$ cat src/rtl/prio_q_sched.sv
// ---------------------------------------------------------------------------
// prio_q_sched
//
// Round-robin scheduler that shares one min-heap priority queue among
// NUM_REQ simulation cores. Each IDLE cycle it picks the first eligible core
// at or after the round-robin pointer, issues that core's enqueue or dequeue
// to the queue for one cycle, and then idles for ISSUE_GAP cycles so the heap
// can settle. A dequeue returns the pre-dequeue root key to the winning core
// one cycle after the issue.
//
// Optional build macro: PRIO_Q_SCHED_STATS_EN adds statistics outputs
// (enqueue/dequeue/stall counters and a q_count high-water mark).
//
// Ports:
//   CLK         clock, rising edge
//   rst         asynchronous active-high reset
//   req_vld     per-core request pending
//   req_deq     per-core op, 1 = dequeue, 0 = enqueue
//   req_data    per-core enqueue key, core i at [i*DW +: DW]
//   req_ack     one-hot, one-cycle grant pulse
//   rsp_vld     dequeued key valid, one-cycle pulse
//   rsp_id      core receiving rsp_data
//   rsp_data    dequeued minimum key
//   q_enq       queue enqueue strobe
//   q_deq       queue dequeue strobe
//   q_inp_data  key presented to the queue
//   q_out_data  queue root (current minimum)
//   q_count     queue element count
//   full        q_count == 2^HD-1
//   empty       q_count == 0
//   stat_enq    (stats build) saturating count of enqueue issues
//   stat_deq    (stats build) saturating count of dequeue issues
//   stat_stall  (stats build) IDLE cycles with requests but none eligible
//   stat_hwm    (stats build) largest q_count observed
// ---------------------------------------------------------------------------
module prio_q_sched #(
  parameter int NUM_REQ   = 4,
  parameter int DW        = 16,
  parameter int HD        = 5,
  parameter int ISSUE_GAP = 2,
  parameter int IDW       = $clog2(NUM_REQ)
) (
  input  logic                  CLK,
  input  logic                  rst,
  input  logic [NUM_REQ-1:0]    req_vld,
  input  logic [NUM_REQ-1:0]    req_deq,
  input  logic [NUM_REQ*DW-1:0] req_data,
  output logic [NUM_REQ-1:0]    req_ack,
  output logic                  rsp_vld,
  output logic [IDW-1:0]        rsp_id,
  output logic [DW-1:0]         rsp_data,
  output logic                  q_enq,
  output logic                  q_deq,
  output logic [DW-1:0]         q_inp_data,
  input  logic [DW-1:0]         q_out_data,
  input  logic [HD-1:0]         q_count,
  output logic                  full,
  output logic                  empty
`ifdef PRIO_Q_SCHED_STATS_EN
  ,
  output logic [31:0]           stat_enq,
  output logic [31:0]           stat_deq,
  output logic [31:0]           stat_stall,
  output logic [HD-1:0]         stat_hwm
`endif
);

  // Capacity 2^HD-1 is exactly the all-ones count value.
  localparam logic [HD-1:0] CAP      = '1;
  localparam logic [3:0]    GAP_LOAD = 4'(ISSUE_GAP);

  typedef enum logic [1:0] {
    S_IDLE  = 2'd0,
    S_ISSUE = 2'd1,
    S_GAP   = 2'd2
  } state_t;

  state_t             r_state;
  state_t             w_state_nxt;

  logic [IDW-1:0]     r_rr_ptr;
  logic [IDW-1:0]     r_win_id;
  logic               r_win_deq;
  logic [DW-1:0]      r_win_data;
  logic [3:0]         r_gap_cnt;

  logic               r_rsp_vld;
  logic [IDW-1:0]     r_rsp_id;
  logic [DW-1:0]      r_rsp_data;

  logic [NUM_REQ-1:0] w_elig;
  logic               w_any_elig;
  logic [IDW-1:0]     w_pick;
  logic [IDW-1:0]     w_ptr_nxt;

  // -------------------------------------------------------------------------
  // Queue status and per-core eligibility
  // -------------------------------------------------------------------------
  assign full  = (q_count == CAP);
  assign empty = (q_count == '0);

  always_comb begin
    w_elig = '0;
    for (int i = 0; i < NUM_REQ; i++) begin
      w_elig[i] = req_vld[i] && (req_deq[i] ? !empty : !full);
    end
  end

  // Round-robin pick: scan from the farthest offset down to offset 0 so the
  // closest eligible core at or after r_rr_ptr is the last one written.
  always_comb begin
    w_any_elig = 1'b0;
    w_pick     = '0;
    for (int k = NUM_REQ - 1; k >= 0; k--) begin
      if (w_elig[(int'(r_rr_ptr) + k) % NUM_REQ]) begin
        w_any_elig = 1'b1;
        w_pick     = IDW'((int'(r_rr_ptr) + k) % NUM_REQ);
      end
    end
  end

  assign w_ptr_nxt = (r_win_id == IDW'(NUM_REQ - 1)) ? '0 : r_win_id + IDW'(1);

  // -------------------------------------------------------------------------
  // FSM state register
  // -------------------------------------------------------------------------
  // NOTE: sequential state uses non-blocking (<=) so every flop samples
  // pre-edge values regardless of block ordering.
  always_ff @(posedge CLK or posedge rst) begin
    if (rst) begin
      r_state <= S_IDLE;
    end else begin
      r_state <= w_state_nxt;
    end
  end

  // -------------------------------------------------------------------------
  // FSM next state and queue/grant strobes. The strobes are decoded from the
  // registered state, so an asynchronous reset drops them immediately.
  // -------------------------------------------------------------------------
  always_comb begin
    // NOTE: every output of this block gets a default first; a path that
    // leaves one unassigned would infer a latch.
    w_state_nxt = r_state;
    req_ack     = '0;
    q_enq       = 1'b0;
    q_deq       = 1'b0;
    q_inp_data  = '0;
    unique case (r_state)
      S_IDLE: begin
        if (w_any_elig) begin
          w_state_nxt = S_ISSUE;
        end
      end
      S_ISSUE: begin
        w_state_nxt       = S_GAP;
        req_ack[r_win_id] = 1'b1;
        q_deq             = r_win_deq;
        q_enq             = !r_win_deq;
        if (!r_win_deq) begin
          q_inp_data = r_win_data;
        end
      end
      S_GAP: begin
        if (r_gap_cnt <= 4'd1) begin
          w_state_nxt = S_IDLE;
        end
      end
      default: begin
        w_state_nxt = S_IDLE;
      end
    endcase
  end

  // -------------------------------------------------------------------------
  // Winner capture, round-robin pointer, gap counter and dequeue response
  // -------------------------------------------------------------------------
  // NOTE: the captured request and response registers are reset as well, so
  // a reset mid-operation leaves no stale key or id visible on the outputs.
  always_ff @(posedge CLK or posedge rst) begin
    if (rst) begin
      r_rr_ptr   <= '0;
      r_win_id   <= '0;
      r_win_deq  <= 1'b0;
      r_win_data <= '0;
      r_gap_cnt  <= '0;
      r_rsp_vld  <= 1'b0;
      r_rsp_id   <= '0;
      r_rsp_data <= '0;
    end else begin
      r_rsp_vld <= 1'b0;
      unique case (r_state)
        S_IDLE: begin
          if (w_any_elig) begin
            r_win_id   <= w_pick;
            r_win_deq  <= req_deq[w_pick];
            r_win_data <= req_data[w_pick*DW +: DW];
          end
        end
        S_ISSUE: begin
          r_rr_ptr  <= w_ptr_nxt;
          r_gap_cnt <= GAP_LOAD;
          // The root is still the pre-dequeue minimum on this edge.
          if (r_win_deq) begin
            r_rsp_vld  <= 1'b1;
            r_rsp_id   <= r_win_id;
            r_rsp_data <= q_out_data;
          end
        end
        S_GAP: begin
          r_gap_cnt <= r_gap_cnt - 4'd1;
        end
        default: begin
          r_gap_cnt <= '0;
        end
      endcase
    end
  end

  assign rsp_vld  = r_rsp_vld;
  assign rsp_id   = r_rsp_id;
  assign rsp_data = r_rsp_data;

`ifdef PRIO_Q_SCHED_STATS_EN
  // -------------------------------------------------------------------------
  // Saturating statistics
  // -------------------------------------------------------------------------
  logic [31:0]   r_stat_enq;
  logic [31:0]   r_stat_deq;
  logic [31:0]   r_stat_stall;
  logic [HD-1:0] r_stat_hwm;
  logic          w_stall;

  assign w_stall = (r_state == S_IDLE) && (|req_vld) && !w_any_elig;

  always_ff @(posedge CLK or posedge rst) begin
    if (rst) begin
      r_stat_enq   <= '0;
      r_stat_deq   <= '0;
      r_stat_stall <= '0;
      r_stat_hwm   <= '0;
    end else begin
      if (q_enq && (r_stat_enq != '1)) begin
        r_stat_enq <= r_stat_enq + 32'd1;
      end
      if (q_deq && (r_stat_deq != '1)) begin
        r_stat_deq <= r_stat_deq + 32'd1;
      end
      if (w_stall && (r_stat_stall != '1)) begin
        r_stat_stall <= r_stat_stall + 32'd1;
      end
      if (q_count > r_stat_hwm) begin
        r_stat_hwm <= q_count;
      end
    end
  end

  assign stat_enq   = r_stat_enq;
  assign stat_deq   = r_stat_deq;
  assign stat_stall = r_stat_stall;
  assign stat_hwm   = r_stat_hwm;
`endif

endmodule

$ cat config.mk
export PLATFORM = sky130hd
export DESIGN_NAME = prio_q_sched
export DESIGN_NICKNAME = d
export VERILOG_FILES = /design/src/rtl/prio_q_sched.sv
export SDC_FILE = /design/constraint.sdc
export NUM_CORES = 1
export LEC_CHECK = 0
export BUFFER_PORTS_ARGS = -buffer_cell sky130_fd_sc_hd__buf_2
export CAP_MARGIN = 30
export CORE_MARGIN = 1.5
export CORE_UTILIZATION = 35
export CTS_CLUSTER_DIAMETER = 50
export CTS_CLUSTER_SIZE = 30
export DETAILED_ROUTE_END_ITERATION = 16
export RECOVER_POWER = 100
export SYNTH_ARGS = -nofsm -noshare
export SYNTH_HDL_FRONTEND = slang
export SYNTH_SLANG_ARGS = --single-unit
$ cat constraint.sdc
create_clock -name CLK -period 4.6 [get_ports CLK]
set_input_delay 0.69 -clock CLK [delete_from_list [all_inputs] [get_ports CLK]]
set_output_delay 0.69 -clock CLK [all_outputs]
set_load 0.1 [all_outputs]
After elaboration in Yosys (flattened, before gate mapping)
Index checks and enable logic that the tools add are counted.
Widths: inputs -> output; s select.
{"block": "word_totals", "inputBits": 95, "elab_cells": 87, "reg_bits": 46}
{"block": "classes", "n_eq_ne": 6, "n_mux": 39, "magnitude_cmp": 8, "shift": 1, "addsub": 5, "bitwise": 3, "reduce_logical": 16}
{"operator": "$shiftx 64x7->16", "n": 1}
{"operator": "$mux 16", "n": 2}
{"operator": "$mux 1", "n": 21}
{"operator": "$mux 2", "n": 7}
{"operator": "$lt 3x4->1 const B", "n": 3}
{"operator": "$pmux 4 s3", "n": 1}
{"operator": "$bmux 1 s2", "n": 5}
{"operator": "$lt 2x3->1 const B", "n": 3}
{"operator": "$pmux 2 s3", "n": 1}
{"operator": "$reduce_and 2->1", "n": 3}
{"operator": "$reduce_or 2->1", "n": 3}
{"operator": "$eq 5x5->1 const B", "n": 1}
{"operator": "$logic_and 1x1->1", "n": 5}
{"operator": "$logic_not 5->1", "n": 1}
{"operator": "$add 2x1->2 const B", "n": 2}
{"operator": "$add 2x2->2 const B", "n": 2}
{"operator": "$eq 2x2->1 const B", "n": 2}
{"operator": "$le 4x1->1 const B", "n": 1}
{"operator": "$mux 4", "n": 1}
{"operator": "$ne 2x2->1 const B", "n": 2}
{"operator": "$sub 4x1->4 const B", "n": 1}
{"operator": "$and 1x1->1 const A", "n": 3}
{"operator": "$logic_not 1->1", "n": 3}
{"operator": "$demux 1 s2", "n": 1}
{"operator": "other kinds (3)", "n": 3}

Depth between registers and ports, before layout
{"block": "logic_depth", "ltp_word": 13, "mapped_depth": 9}

Worst setup path before layout
Ideal clock, no wire load.
{"block": "synth_path", "path_type": "flip-flop to output port", "start": "register r_state[1]", "end": "output port q_inp_data[10]", "n_path_buf": 1, "stages_incl_launch_ff": 6, "t_arrival_ns": 2.721, "required_time_ns": 3.910, "slack_ns": 1.189, "path_cell_list": "dfrtp_1 inv_1 ha_1 nor2b_1 clkbuf_1 and2_1"}
{"block": "synth_via", "elab_chain_cells": 2}
{"element": "start: declaration", "line_no": "78", "text": "state_t r_state;"}
{"element": "start signal: assignment", "line_no": "133", "text": "r_state <= w_state_nxt;"}
{"element": "$eq 2x1->1", "line_no": "149", "text": "unique case (r_state)"}
{"element": "$mux 16", "line_no": "149"}
{"element": "end: declaration", "line_no": "54", "text": "output logic [DW-1:0] q_inp_data,"}
Every way passes these cells.

Worst setup path after layout
{"block": "layout_path", "start": "register r_state[1]", "end": "output port q_deq"}
{"block": "layout_via", "elab_chain_cells": 2}
{"element": "$eq 2x1->1", "line_no": "149"}
{"element": "$mux 1", "line_no": "149"}
{"element": "end: declaration", "line_no": "53", "text": "output logic q_deq,"}
Every way passes these cells.

==> results.yml <==
sta:
  slew_headroom: -0.265
  max_freq_mhz: 289
  finalSetupViolCount: 0
  hold_viol_final: 0
  clock_skew_ns: 0.00468
  drv_slew: 36
  tightest_slew_ns: 1.90
  fin_crit_sh: 0.752
  hold_slack_ns: 0.369
  rsz0062_at_grt: "no"
  fin_setup_tns_ns: 0
  finalWorstPathRequiredPeriod_ns: 3.46
floorplanning:
  core-area_um2: 8260
  placement_rows: 33
  die_h_um: 95.6
  dieArea_um2: 9140
  ios: 138
  dieWidth_um: 95.6
  initial_core_util: 0.363
logic_synthesis:
  yosysUniqueCellTypes: 43
  synth.avg_cell_area_um2: 11.0
  synth_area_leaders: "dfrtp_1, a211oi_2, mux2_2, mux2i_1, and2_1"
  async_flop_share: 1.00
  synth_nets: 378
  synth_edf_count: 0
  ys_seq_area_frac: 0.384
  synth_ff_type: "dfrtp_1"
  synth_seq_cells: 46
  synth_top_area_cell: "dfrtp_1"
  synthCells: 274
  synth_top_area_frac: 0.384
  syn_area_um2: 3000
  ys_warn_count: 0
outcome:
  failed_checks: "max-capacitance violations, max-slew violations"
  outcome: "complete, but fails checks"
drt:
  drt_iter0_drc: 77
  first_pass_iters: 4
  wirelength_um: 7550
  drcViolationCount: 0
  vias: 2527
  wl_per_cell_um: 14.8
  vias_per_cell: 4.95
  postRouteAntennaNets: 0
finish:
  insertedDiodeCount: 0
  areaGrowthSynthToFinish_pct: 21.6
  nets: 508
  drive_above_1_share: 0.356
cts:
  cts.clk_slew.worst_paths_ns: 0.09
  clock-sinks: 46
  cts_resized: 0
  clockBufferDepth: 2
  insertion_delay_ns: 0.30
  clock-root-buffer: "clkbuf_8"
  postCtsSetupBuffers: 0
  cts.hold.buffers_added: 0
  cts_tree: "done"
  cts-buffers-inserted: 5
  htreeDepth: 2
critical_path:
  reg2reg_from: "r_state[0]"
  cp-startpoint: "r_state[1]"
  startpoint_type: "flip-flop"
  critPathMaxFanout: 21
  crit_arrival_ns: 2.77
  cp.required_ns: 3.91
  worstSetupPathType: "reg -> out"
  end_kind: "output port"
global_route:
  grt_max_degree: 36
  grtUsageTotal: 0.163
  grt_pass1_wl_um: 11600
  grt_pass1_vias: 2447
  grt.overflow.total: 0
  antenna_found_initial: 0
power:
  p_per_area_nw_per_um2: 843
  p_leak_nw: 1.69
  peakVddDrop_mv: 0.809
placement:
  io_buffers: 137
  dp_hpwl_um: 5750
  gp_congestion: 0.748
worst_hold_path:
  hold_path_class: "in -> async"
flow_run:
  maxCapViolCount: 1
## registers in the layout, summed over array words and instances, names as in the netlist, 2 cells and up
name	cells
r_gap_cnt	4
r_rr_ptr	2
r_state	2
r_win_data	16
r_win_id	2
rsp_data	16
rsp_id	2
## metal layers
layer  track usage  vias up  routed length (um)  share of wire
met3        0.0630        5                 646          0.086
li1              -     1246                   -              -
met5             0        -                   0              0
met2         0.274       83                3640           0.48
met4        0.0368        0                  63         0.0083
met1         0.196     1193                3190           0.42
## report_power, final
part	switching, W	total, W	internal [W]
Clock	0.000146	0.000307	0.000162
Combinational	0.00158	0.00204	0.000462
Sequential	0.000114	0.000723	0.000609
Total	0.00184	0.00307	0.00123
## worst max-delay path, cell delays in order (launching register included)
cell,delay (ns)
dfrtp_1,0.39
inv_1,0.09
ha_1,0.35
nand2_1,0.56
inv_1,0.21
clkbuf_1,0.88
## area by class of cell
class / instances / area (um2)
repair buffers: 139 / 643
fillers: 868 / 4610
multi-input cells: 202 / 1570
well taps: 105 / 131
flip-flops and latches: 46 / 1150
clock inverters: 3 / 45.0
inverters: 10 / 37.5
clock buffers: 5 / 68.8
## worst paths after layout
kind / to / slack, ns / cells past startpoint
setup / recovery: q_deq / 1.14 / 5
hold / removal: rsp_data[11] / 0.37 / 2
setup reg to reg: r_win_data[15] / 1.62 / 6
hold reg to reg: r_gap_cnt[3] / 0.50 / 1
max in group asynchronous: r_win_data[5] / 2.11 / 3
min in group CLK: r_gap_cnt[3] / 0.50 / 1
## layout by cell type (no fill, tap or decap), types with 13 or more instances in the layout
master,n
a211oi_1,21
a211oi_2,13
and2_1,20
and3_1,17
buf_2,94
clkbuf_1,44
dfrtp_1,46
mux2_2,17
mux2i_1,17
nor2_1,26
## logic make-up (layout without fill, tap and decap cells)
logic type,count (synthesis),in the layout,synth area share
compound gates,64,64,0.222
fa+ha+maj,9,9,0.0375
buf+inv,26,157,0.0588
flops,46,46,0.384
mux,34,34,0.121
simple gates,95,95,0.178
## cells in the mapped netlist (4+ instances only)
| library cell | instances |
|---|---|
| a211oi_1 | 4 |
| a211oi_2 | 30 |
| and2_1 | 20 |
| and3_1 | 17 |
| buf_6 | 5 |
| clkbuf_1 | 6 |
| dfrtp_1 | 46 |
| ha_1 | 9 |
| inv_1 | 10 |
| mux2_2 | 17 |
| mux2i_1 | 17 |
| nand2_1 | 11 |
| nand2b_1 | 8 |
| nor2_1 | 26 |
| o21ai_0 | 11 |
## stage by stage
stage	setup slack, ns	cell area, um2	instances	total power, W	utilization
after floorplan	1.19	3000	274	0.00260	-
after global placement	1.37	3680	500	0.00287	0.445
after detailed placement	1.34	3710	502	0.00290	0.449
after CTS	1.52	3820	510	0.00322	0.463
after global routing	0.847	3650	510	0.00326	0.442
final	1.14	3650	510	0.00307	0.442
Note: power is estimated with default switching activity, not from simulation.
